[src/rtl/layer_compositor.sv]
// layer_compositor: composites N_LAYERS positioned sprite layers over the
// camera background. Lower layer index wins. Each layer has a rectangular or
// circular mask, and its pixels are transparent unless A8[7] is set.
// Layer geometry is held in a shadow copy and committed at frame start.
// The block also reports, once per frame, which layers had opaque pixels
// overlapping another opaque layer.
//
// Ports
//   i_clk, i_rst          pixel clock, async active-high reset
//   i_h_count, i_v_count  signed raster counters, (0,0) = frame start
//   i_red/green/blue      background pixel aligned with the counters
//   o_layer_en            per-layer window hit (combinational), to fetchers
//   i_layer_q             fetcher data {R8,G8,B8,A8} per layer, 1 cycle after hit
//   i_cfg_*               layer configuration write (valid/ready)
//   o_cfg_ready           low only in the frame-start cycle
//   o_red/green/blue      composited pixel, 2 cycles after the counters
//   o_sel_valid/layer     winning layer of the output pixel
//   o_overlap             per-layer overlap flags of the previous frame
//   o_frame_done          pulse alongside each o_overlap update
module layer_compositor #(
   parameter int N_LAYERS = 4,
   parameter int COLOR_W  = 10,
   parameter int COORD_W  = 13,
   parameter int X_START  = 216,
   parameter int Y_START  = 27,
   parameter int H_ACT    = 800,
   parameter int V_ACT    = 600,
   localparam int LAYER_W = (N_LAYERS > 1) ? $clog2(N_LAYERS) : 1
) (
   input  logic                      i_clk,
   input  logic                      i_rst,
   input  logic signed [COORD_W-1:0] i_h_count,
   input  logic signed [COORD_W-1:0] i_v_count,
   input  logic [COLOR_W-1:0]        i_red,
   input  logic [COLOR_W-1:0]        i_green,
   input  logic [COLOR_W-1:0]        i_blue,
   output logic [N_LAYERS-1:0]       o_layer_en,
   input  logic [32*N_LAYERS-1:0]    i_layer_q,
   input  logic                      i_cfg_valid,
   output logic                      o_cfg_ready,
   input  logic [LAYER_W-1:0]        i_cfg_layer,
   input  logic signed [COORD_W-1:0] i_cfg_x,
   input  logic signed [COORD_W-1:0] i_cfg_y,
   input  logic [9:0]                i_cfg_w,
   input  logic [9:0]                i_cfg_h,
   input  logic                      i_cfg_en,
   input  logic                      i_cfg_circle,
   output logic [COLOR_W-1:0]        o_red,
   output logic [COLOR_W-1:0]        o_green,
   output logic [COLOR_W-1:0]        o_blue,
   output logic                      o_sel_valid,
   output logic [LAYER_W-1:0]        o_sel_layer,
   output logic [N_LAYERS-1:0]       o_overlap,
   output logic                      o_frame_done
);

   // Coordinate math is done two bits wider than the counters so that
   // position + size never wraps.
   localparam int EW = COORD_W + 2;
   localparam logic signed [EW-1:0] H_ACT_E = EW'(H_ACT);
   localparam logic signed [EW-1:0] V_ACT_E = EW'(V_ACT);
   localparam int PAD  = (COLOR_W > 8) ? COLOR_W - 8 : 0;
   localparam int DROP = (COLOR_W < 8) ? 8 - COLOR_W : 0;

   typedef struct packed {
      logic [COORD_W-1:0] x;
      logic [COORD_W-1:0] y;
      logic [9:0]         w;
      logic [9:0]         h;
      logic               en;
      logic               circle;
   } layer_cfg_t;

   // 8-bit fetcher channel, left-justified into COLOR_W.
   function automatic logic [COLOR_W-1:0] expand8(input logic [7:0] v);
      return COLOR_W'(((COLOR_W + 8)'(v) << PAD) >> DROP);
   endfunction

   layer_cfg_t          shadow_cfg [N_LAYERS];
   layer_cfg_t          active_cfg [N_LAYERS];
   layer_cfg_t          eff_cfg    [N_LAYERS];
   layer_cfg_t          cfg_wr;
   logic [N_LAYERS-1:0] pending;
   logic                refresh;
   logic                cfg_fire;

   assign refresh     = (i_h_count == '0) && (i_v_count == '0);
   assign o_cfg_ready = !refresh;
   assign cfg_fire    = i_cfg_valid && o_cfg_ready;
   assign cfg_wr      = {i_cfg_x, i_cfg_y, i_cfg_w, i_cfg_h, i_cfg_en, i_cfg_circle};

   // Shadow/active register file. Writes never land in the refresh cycle
   // (ready is low), so commit and write cannot collide. Layer indices with
   // no matching entry decode to nothing and the write is dropped.
   always_ff @(posedge i_clk or posedge i_rst) begin
      if (i_rst) begin
         pending <= '0;
         for (int k = 0; k < N_LAYERS; k++) begin
            shadow_cfg[k] <= '0;
            active_cfg[k] <= '0;
         end
      end else begin
         for (int k = 0; k < N_LAYERS; k++) begin
            if (refresh && pending[k]) begin
               active_cfg[k] <= shadow_cfg[k];
               pending[k]    <= 1'b0;
            end else if (cfg_fire && (i_cfg_layer == LAYER_W'(k))) begin
               shadow_cfg[k] <= cfg_wr;
               pending[k]    <= 1'b1;
            end
         end
      end
   end

   // Stage 0: window hit per layer.
   logic signed [COORD_W-1:0] ax, ay;
   logic signed [EW-1:0]      ax_e, ay_e;
   logic                      in_act;
   logic [N_LAYERS-1:0]       hit;
   logic [31:0]               q_arr [N_LAYERS];
   logic [N_LAYERS-1:0]       opaque;
   logic [7*N_LAYERS-1:0]     unused_q_alpha;

   assign ax     = i_h_count - COORD_W'(X_START);
   assign ay     = i_v_count - COORD_W'(Y_START);
   assign ax_e   = EW'(ax);
   assign ay_e   = EW'(ay);
   assign in_act = !ax_e[EW-1] && !ay_e[EW-1] && (ax_e < H_ACT_E) && (ay_e < V_ACT_E);

   for (genvar k = 0; k < N_LAYERS; k++) begin : g_layer
      logic signed [EW-1:0] x_e, y_e, w_e, h_e, half_e;
      logic [9:0]           half;
      logic signed [10:0]   dx, dy;
      logic [21:0]          dx_sq, dy_sq, r_sq;
      logic                 in_rect, in_circle;

      // The refresh pixel itself already sees the configuration being committed.
      assign eff_cfg[k] = (refresh && pending[k]) ? shadow_cfg[k] : active_cfg[k];

      assign x_e    = EW'($signed(eff_cfg[k].x));
      assign y_e    = EW'($signed(eff_cfg[k].y));
      assign w_e    = $signed(EW'(eff_cfg[k].w));
      assign h_e    = $signed(EW'(eff_cfg[k].h));
      assign half   = {1'b0, eff_cfg[k].w[9:1]};
      assign half_e = $signed(EW'(half));

      assign in_rect = (ax_e >= x_e) && (ax_e < x_e + w_e) &&
                       (ay_e >= y_e) && (ay_e < y_e + h_e);

      // Circle centre and radius both derive from w; h only bounds the rect.
      assign dx        = 11'(ax_e - (x_e + half_e));
      assign dy        = 11'(ay_e - (y_e + half_e));
      assign dx_sq     = 22'(dx) * 22'(dx);
      assign dy_sq     = 22'(dy) * 22'(dy);
      assign r_sq      = 22'(half) * 22'(half);
      assign in_circle = (dx_sq + dy_sq) <= r_sq;

      assign hit[k] = eff_cfg[k].en && in_act && in_rect &&
                      (!eff_cfg[k].circle || in_circle);

      assign q_arr[k]                 = i_layer_q[32*k +: 32];
      assign opaque[k]                = q_arr[k][7];
      assign unused_q_alpha[7*k +: 7] = q_arr[k][6:0];
   end

   assign o_layer_en = hit;

   // Stage 1: registered hits meet fetcher data.
   logic [N_LAYERS-1:0] hit_r;
   logic [COLOR_W-1:0]  bg_red_r, bg_green_r, bg_blue_r;
   logic [N_LAYERS-1:0] visible;
   logic                win_valid;
   logic [LAYER_W-1:0]  win_layer;
   logic [31:0]         win_q;
   logic                multi;
   logic [N_LAYERS-1:0] overlap_acc;

   assign visible = hit_r & opaque;
   assign multi   = |(visible & (visible - N_LAYERS'(1)));

   always_comb begin
      win_valid = 1'b0;
      win_layer = '0;
      for (int k = N_LAYERS - 1; k >= 0; k--) begin
         if (visible[k]) begin
            win_valid = 1'b1;
            win_layer = LAYER_W'(k);
         end
      end
   end

   assign win_q = q_arr[win_layer];

   // Stage 2 plus per-frame overlap capture.
   always_ff @(posedge i_clk or posedge i_rst) begin
      if (i_rst) begin
         hit_r        <= '0;
         bg_red_r     <= '0;
         bg_green_r   <= '0;
         bg_blue_r    <= '0;
         o_red        <= '0;
         o_green      <= '0;
         o_blue       <= '0;
         o_sel_valid  <= 1'b0;
         o_sel_layer  <= '0;
         overlap_acc  <= '0;
         o_overlap    <= '0;
         o_frame_done <= 1'b0;
      end else begin
         hit_r       <= hit;
         bg_red_r    <= i_red;
         bg_green_r  <= i_green;
         bg_blue_r   <= i_blue;
         o_sel_valid <= win_valid;
         o_sel_layer <= win_layer;
         if (win_valid) begin
            o_red   <= expand8(win_q[31:24]);
            o_green <= expand8(win_q[23:16]);
            o_blue  <= expand8(win_q[15:8]);
         end else begin
            o_red   <= bg_red_r;
            o_green <= bg_green_r;
            o_blue  <= bg_blue_r;
         end
         o_frame_done <= refresh;
         // A pixel in stage 1 during refresh belongs to the new frame.
         if (refresh) begin
            o_overlap   <= overlap_acc;
            overlap_acc <= multi ? visible : '0;
         end else if (multi) begin
            overlap_acc <= overlap_acc | visible;
         end
      end
   end

endmodule

[config.mk]
export PLATFORM = sky130hd
export DESIGN_NAME = layer_compositor
export DESIGN_NICKNAME = d
export VERILOG_FILES = /design/src/rtl/layer_compositor.sv
export SDC_FILE = /design/constraint.sdc
export NUM_CORES = 2
export LEC_CHECK = 0
export ABC_AREA = 1
export CAP_MARGIN = 20
export CORE_ASPECT_RATIO = 1.25
export CORE_MARGIN = 2
export CORE_UTILIZATION = 35
export DETAILED_ROUTE_END_ITERATION = 6
export HOLD_SLACK_MARGIN = 0.12
export SLEW_MARGIN = 20
export SYNTH_ARGS = -nofsm -noshare
export SYNTH_HDL_FRONTEND = slang
export SYNTH_SLANG_ARGS = --single-unit
export TNS_END_PERCENT = 5
[constraint.sdc]
create_clock -name i_clk -period 45.6 [get_ports i_clk]
set_clock_uncertainty 0.15 [all_clocks]
set_input_delay 4.56 -clock i_clk [delete_from_list [all_inputs] [get_ports i_clk]]
set_output_delay 4.56 -clock i_clk [all_outputs]
set_load 0.01 [all_outputs]
Yosys cells after proc, flatten, opt, wreduce, memory -nomap -nowiden
Index checks and enable logic that the tools add are counted.
{"block": "word_totals", "elab_cells": 231, "regBits": 464, "out_inout_bits": 43, "inputBits": 237}
{"block": "op_classes", "n_addsub": 31, "n_reduce_logical": 61, "order_cmp": 23, "n_mux": 29, "n_mul": 12, "n_bitwise": 8, "eq_ne": 3}
{"operator": "48-bit 2-to-1 mux", "count": 4}
{"operator": "11-bit by 11-bit multiplier with 22-bit output", "count": 8}
{"operator": "13-bit by 11-bit adder with 14-bit output", "count": 8}
{"operator": "13-bit by 14-bit < comparator with 1-bit output", "count": 8}
{"operator": "13-bit >= comparator", "count": 8}
{"operator": "11-bit by 10-bit adder with 11-bit output", "count": 8}
{"operator": "22-bit adder", "count": 4}
{"operator": "22-bit by 18-bit less-or-equal comparator with 1-bit output", "count": 4}
{"operator": "11-bit subtractor", "count": 8}
{"operator": "9-bit by 9-bit multiplier with 18-bit output", "count": 4}
{"operator": "32-bit binary-select mux with 2-bit select", "count": 1}
{"operator": "32-bit 2-to-1 mux", "count": 2}
{"operator": "1-bit logical AND", "count": 37}
{"operator": "10-bit 2-to-1 mux", "count": 3}
{"operator": "13-bit zero test", "count": 2}
{"operator": "13-bit by 11-bit < comparator with 1-bit output (second input constant)", "count": 2}
{"operator": "13-bit by 6-bit subtractor with 13-bit output (second input constant)", "count": 1}
{"operator": "13-bit by 9-bit subtractor with 13-bit output (second input constant)", "count": 1}
{"operator": "1-bit 2-to-1 mux", "count": 12}
{"operator": "4-bit 2-to-1 mux", "count": 3}
{"operator": "2-bit nonzero test", "count": 5}
{"operator": "4-bit AND", "count": 2}
{"operator": "2-bit 2-to-1 mux", "count": 4}
{"operator": "2-bit AND reduction", "count": 4}
{"operator": "11 further kinds", "count": 24}

Depth between registers and ports, before layout
{"block": "depth", "word_depth": 11, "ltp_mapped": 67, "mapped_depth_nobuf": 66}

Least setup slack after synthesis
OpenSTA, ideal clock, no wires.
{"block": "synth_timing", "path_kind": "input to output", "start": "in i_v_count[0]", "end": "out o_layer_en[1]", "n_path_buf": 4, "slack_ps": 26056, "required_time_ps": 40890, "stages": 58, "arrival_ps": 14834, "path_cell_list": "inv_1 -> ha_1 -> inv_1 -> nor2_1 -> nand2_1 -> nor2_4 -> nand3_2 -> inv_2 -> buf_2 -> buf_1 -> nand2_1 -> nand2_1 -> inv_1 -> fa_1 -> inv_1 -> ha_1 -> inv_1 -> nand2_1 -> [... 22 more ...] -> fa_1 -> inv_1 -> ha_1 -> a21oi_1 -> o221ai_1 -> a21o_1 -> a21oi_1 -> o21ai_0 -> xor2_1 -> ha_1 -> nand2_1 -> nor2_1 -> nand4_1 -> a21oi_1 -> nand3b_1 -> nand2_1 -> inv_1 -> nor2_1"}
{"item": "from (decl)", "line": "33", "rtl": "input logic signed [COORD_W-1:0] i_v_count,"}
{"item": "to (decl)", "line": "37", "rtl": "output logic [N_LAYERS-1:0] o_layer_en,"}

==> results by group <==
Timing
  – Max Clock Freq: 40.6 MHz
  – Slew headroom: 27.8%
  – Slew @ Worst Pin: 1080 ps
  – Min Hold Slack: 320 ps
  – Finish-stage setup viols: 0
  – Crit share post-route: 54.0%
  – Unrepaired setup endpoints after global routing: no
  – Final setup TNS: 0 ps
  – Final hold viol count: 0
  – Fin. max-slew vios: 0
  – Final min period: 24,630 ps

Logic synthesis
  – Post-Syn Area: 0.0757 mm2
  – EDFF count, synth: 0
  – Synth Register Bits: 464
  – Async set or reset register ratio after synthesis: 100%
  – Mean Syn Cell Area: 8.27 um2
  – Cell variety after synth: 64
  – Register area share after synthesis: 15.3%
  – Post-synthesis net count: 11.5k
  – Predominant post-synthesis flop cell: dfrtp_1
  – Post-Synthesis Cells: 9,152
  – Synth Warn #: 0

Worst setup path
  – Critical path arrival: 19,920 ps
  – WP data required: 40,890 ps
  – Levels on crit path: 54
  – FF-to-FF setup slack: 32,470 ps
  – R2R Path End: hit_r[0]$_DFF_PP0_
  – Crit path buf inv count: 15
  – Reg2reg path depth: 45
  – Setup crit start: i_v_count[0]
  – R2r startpoint: pending[0]$_DFFE_PP0P_
  – Slowest CP cell: inv_1
  – CP Launch Type: input port
  – Worst setup path endpoint: o_layer_en[0]
  – CP dominant cell by count: fa_1
  – CP max FO: 48
  – Critical path class: input port to output pin
  – CP peak stage delay: 840 ps
  – Critical path's top delay family: adder cells
  – Crit end category: output pin

Clock network
  – Clk Latency, worst-skew pair: 640 ps
  – Quantity of gates resized following cts: 0
  – Max Buffers Root-to-Sink: 3
  – Hold-fix buffers at CTS: 0
  – Clock sinks: 464
  – Root buffer cell: clkbuf_16
  – Clock slew at reported path FFs: 60 ps
  – Post-CTS setup buffer count: 0
  – TritonCTS clock tree: done
  – H-tree levels: 2
  – CTS Buf Count: 53

Min path
  – HP Class: register to register
  – Hold Crit Depth: 2

Place
  – GPL Wtd Cong: 0.918
  – Final HPWL DP: 181,000 um
  – Port Buffers: 251
  – Post-Place Cell Area: 0.0818 mm2

Floorplan
  – Die area: 0.220 mm2
  – Starting Density: 35.3%
  – Die X: 420 um
  – I/O pins: 280
  – Die Span Y: 524 um
  – CORE AREA: 0.215 mm2
  – Rows: 190

Cells and area
  – Final instance area: 0.0838 mm2
  – Share of layout cells above drive strength 1: 3.53%
  – Synth-to-layout area growth: 10.8%
  – # nets final: 11.7k
  – Fillers: 21.7k
  – Layout Utilization: 39.1%

Detailed routing
  – Average via count per standard cell: 4.81
  – Final ANT Viol Nets: 0
  – 1st-pass router iterations: 7
  – WL per Instance: 17.9 um
  – Vias: 59.3k
  – Final WL: 220,000 um
  – Initial DRC count: 3,421
  – Post-route DRC: 1

Global route
  – Met3 Usage GRT: 2.11%
  – Initial antenna violation count: 19
  – Pin count of the biggest net entering global routing: 179
  – GRT Max-Usage Layer: met2
  – Vias in the first global route: 63.2k
  – M1 GR Usage: 23.4%
  – All-Layer GR Usage: 20.4%
  – Gr ovfl total: 0
  – Global-route wire length before repair: 350,000 um
  – Met2 Resource Use GR: 37.3%

Outcome
  – Status: finished, violations left
  – Violated checks: DRC

Flow run
  – Max cap viols: 0
[cell usage in the layout, fill, tap and decap left out, types with 62 or more instances in the layout]
master           instances
ha_1                   927
xor2_1                 189
o21ai_0                359
fa_1                  1148
dfrtp_1                464
clkdlybuf4s50_1        250
nor3_1                  62
inv_1                 2145
a21oi_1                393
nand3_1                142
xnor2_1                155
nand4_1                 64
buf_4                   72
nand2_1               1574
nor2_1                 940
[cells by family after synthesis]
family / after synthesis / synth area share [%]
xor+xnor: 349 / 4.04
buf+inv: 2353 / 11.8
compound gates: 984 / 7.35
flops: 464 / 15.3
simple gates: 2927 / 15.7
fa+ha+maj: 2075 / 45.7
[tightest hold or removal path, stage by stage, from the launching register on]
cell and delay, ps:
dfrtp_1 350, inv_1 50, nor2_1 30
[area by class of cell]
class / count / area (um2) / share of cell area [%]
clock buffers: 72 / 1570 / 1.87
flip-flops and latches: 464 / 11600 / 13.8
multi-input cells: 6335 / 55200 / 65.8
clock inverters: 28 / 447 / 0.533
diodes: 15 / 37.5 / 0.0448
well taps: 2880 / 3600 / 4.30
inverters: 2202 / 8280 / 9.87
repair buffers: 325 / 3090 / 3.68
[through the flow]
stage	std cells	worst slack, ps
floorplan	9152	26060
global placement	12206	21110
detailed placement	12206	21050
CTS	12306	21020
global route	12309	20310
finish	12321	20970
[sequential cells by signal, indices dropped and copies added, names as in the netlist, 2 cells and up]
| name | count |
|---|---|
| bg_green_r | 10 |
| shadow_cfg | 192 |
| o_sel_layer | 2 |
| overlap_acc | 4 |
| o_blue | 10 |
| o_overlap | 4 |
| pending | 4 |
| active_cfg | 192 |
| hit_r | 4 |
| o_green | 10 |
| o_red | 10 |
| bg_blue_r | 10 |
| bg_red_r | 10 |
[routing by layer]
layer  up-vias  part of all wire (%)  wire (um)
li1      28261                     -          -
met1     29133                    38      84600
met2      1395                    51     113000
met3       470                   4.5       9870
met4         6                   6.1      13400
met5         -                 0.013         29
[cells in the mapped netlist (5+ instances only)]
cell type  instances  area (um2)
a211oi_1           8        60.1
a21o_1            37         278
a21oi_1          393        1970
a31oi_1           37         231
and2_1             5        31.3
buf_1             15        56.3
buf_2             34         170
buf_6              7        78.8
clkbuf_1          91         342
clkinv_1          32         120
dfrtp_1          464       11600
fa_1            1148       23000
ha_1             927       11600
inv_1           2146        8060
inv_2             22        82.6
nand2_1         1574        5910
nand2_2           24         150
nand2_4            8        90.1
nand3_1          146         731
nand3b_1          12        90.1
nand4_1           64         400
nor2_1           941        3530
nor2_2            10        62.6
nor3_1            62         310
nor4_1            18         113
o2111ai_1         11        96.3
o211ai_1          19         143
o21ai_0          360        1800
o21ai_1           15        75.1
o21ai_2            9        78.8
o21ai_4            8         130
o21bai_1          20         150
o221ai_1          17         149
o22ai_1            7        43.8
o31ai_1           17         128
or2_2             44         275
xnor2_1          157        1380
xor2_1           192        1680
[worst min-delay path by stage]
| stage | from | endpoint | slack (ps) |
|---|---|---|---|
| after floorplan | active_cfg[0]$_DFF_PP0_ | active_cfg[0]$_DFF_PP0_ | 290 |
| after global placement | bg_red_r[1]$_DFF_PP0_ | o_red[1]$_DFF_PP0_ | 300 |
| after detailed placement | bg_red_r[1]$_DFF_PP0_ | o_red[1]$_DFF_PP0_ | 310 |
| after CTS | bg_green_r[1]$_DFF_PP0_ | o_green[1]$_DFF_PP0_ | 320 |
| after global routing | bg_green_r[0]$_DFF_PP0_ | o_green[0]$_DFF_PP0_ | 340 |
| final | bg_green_r[1]$_DFF_PP0_ | o_green[1]$_DFF_PP0_ | 320 |
Power is left out: the tool's default activity adds up to more than one toggle a clock period on the data nets, which glitch-free logic cannot reach.
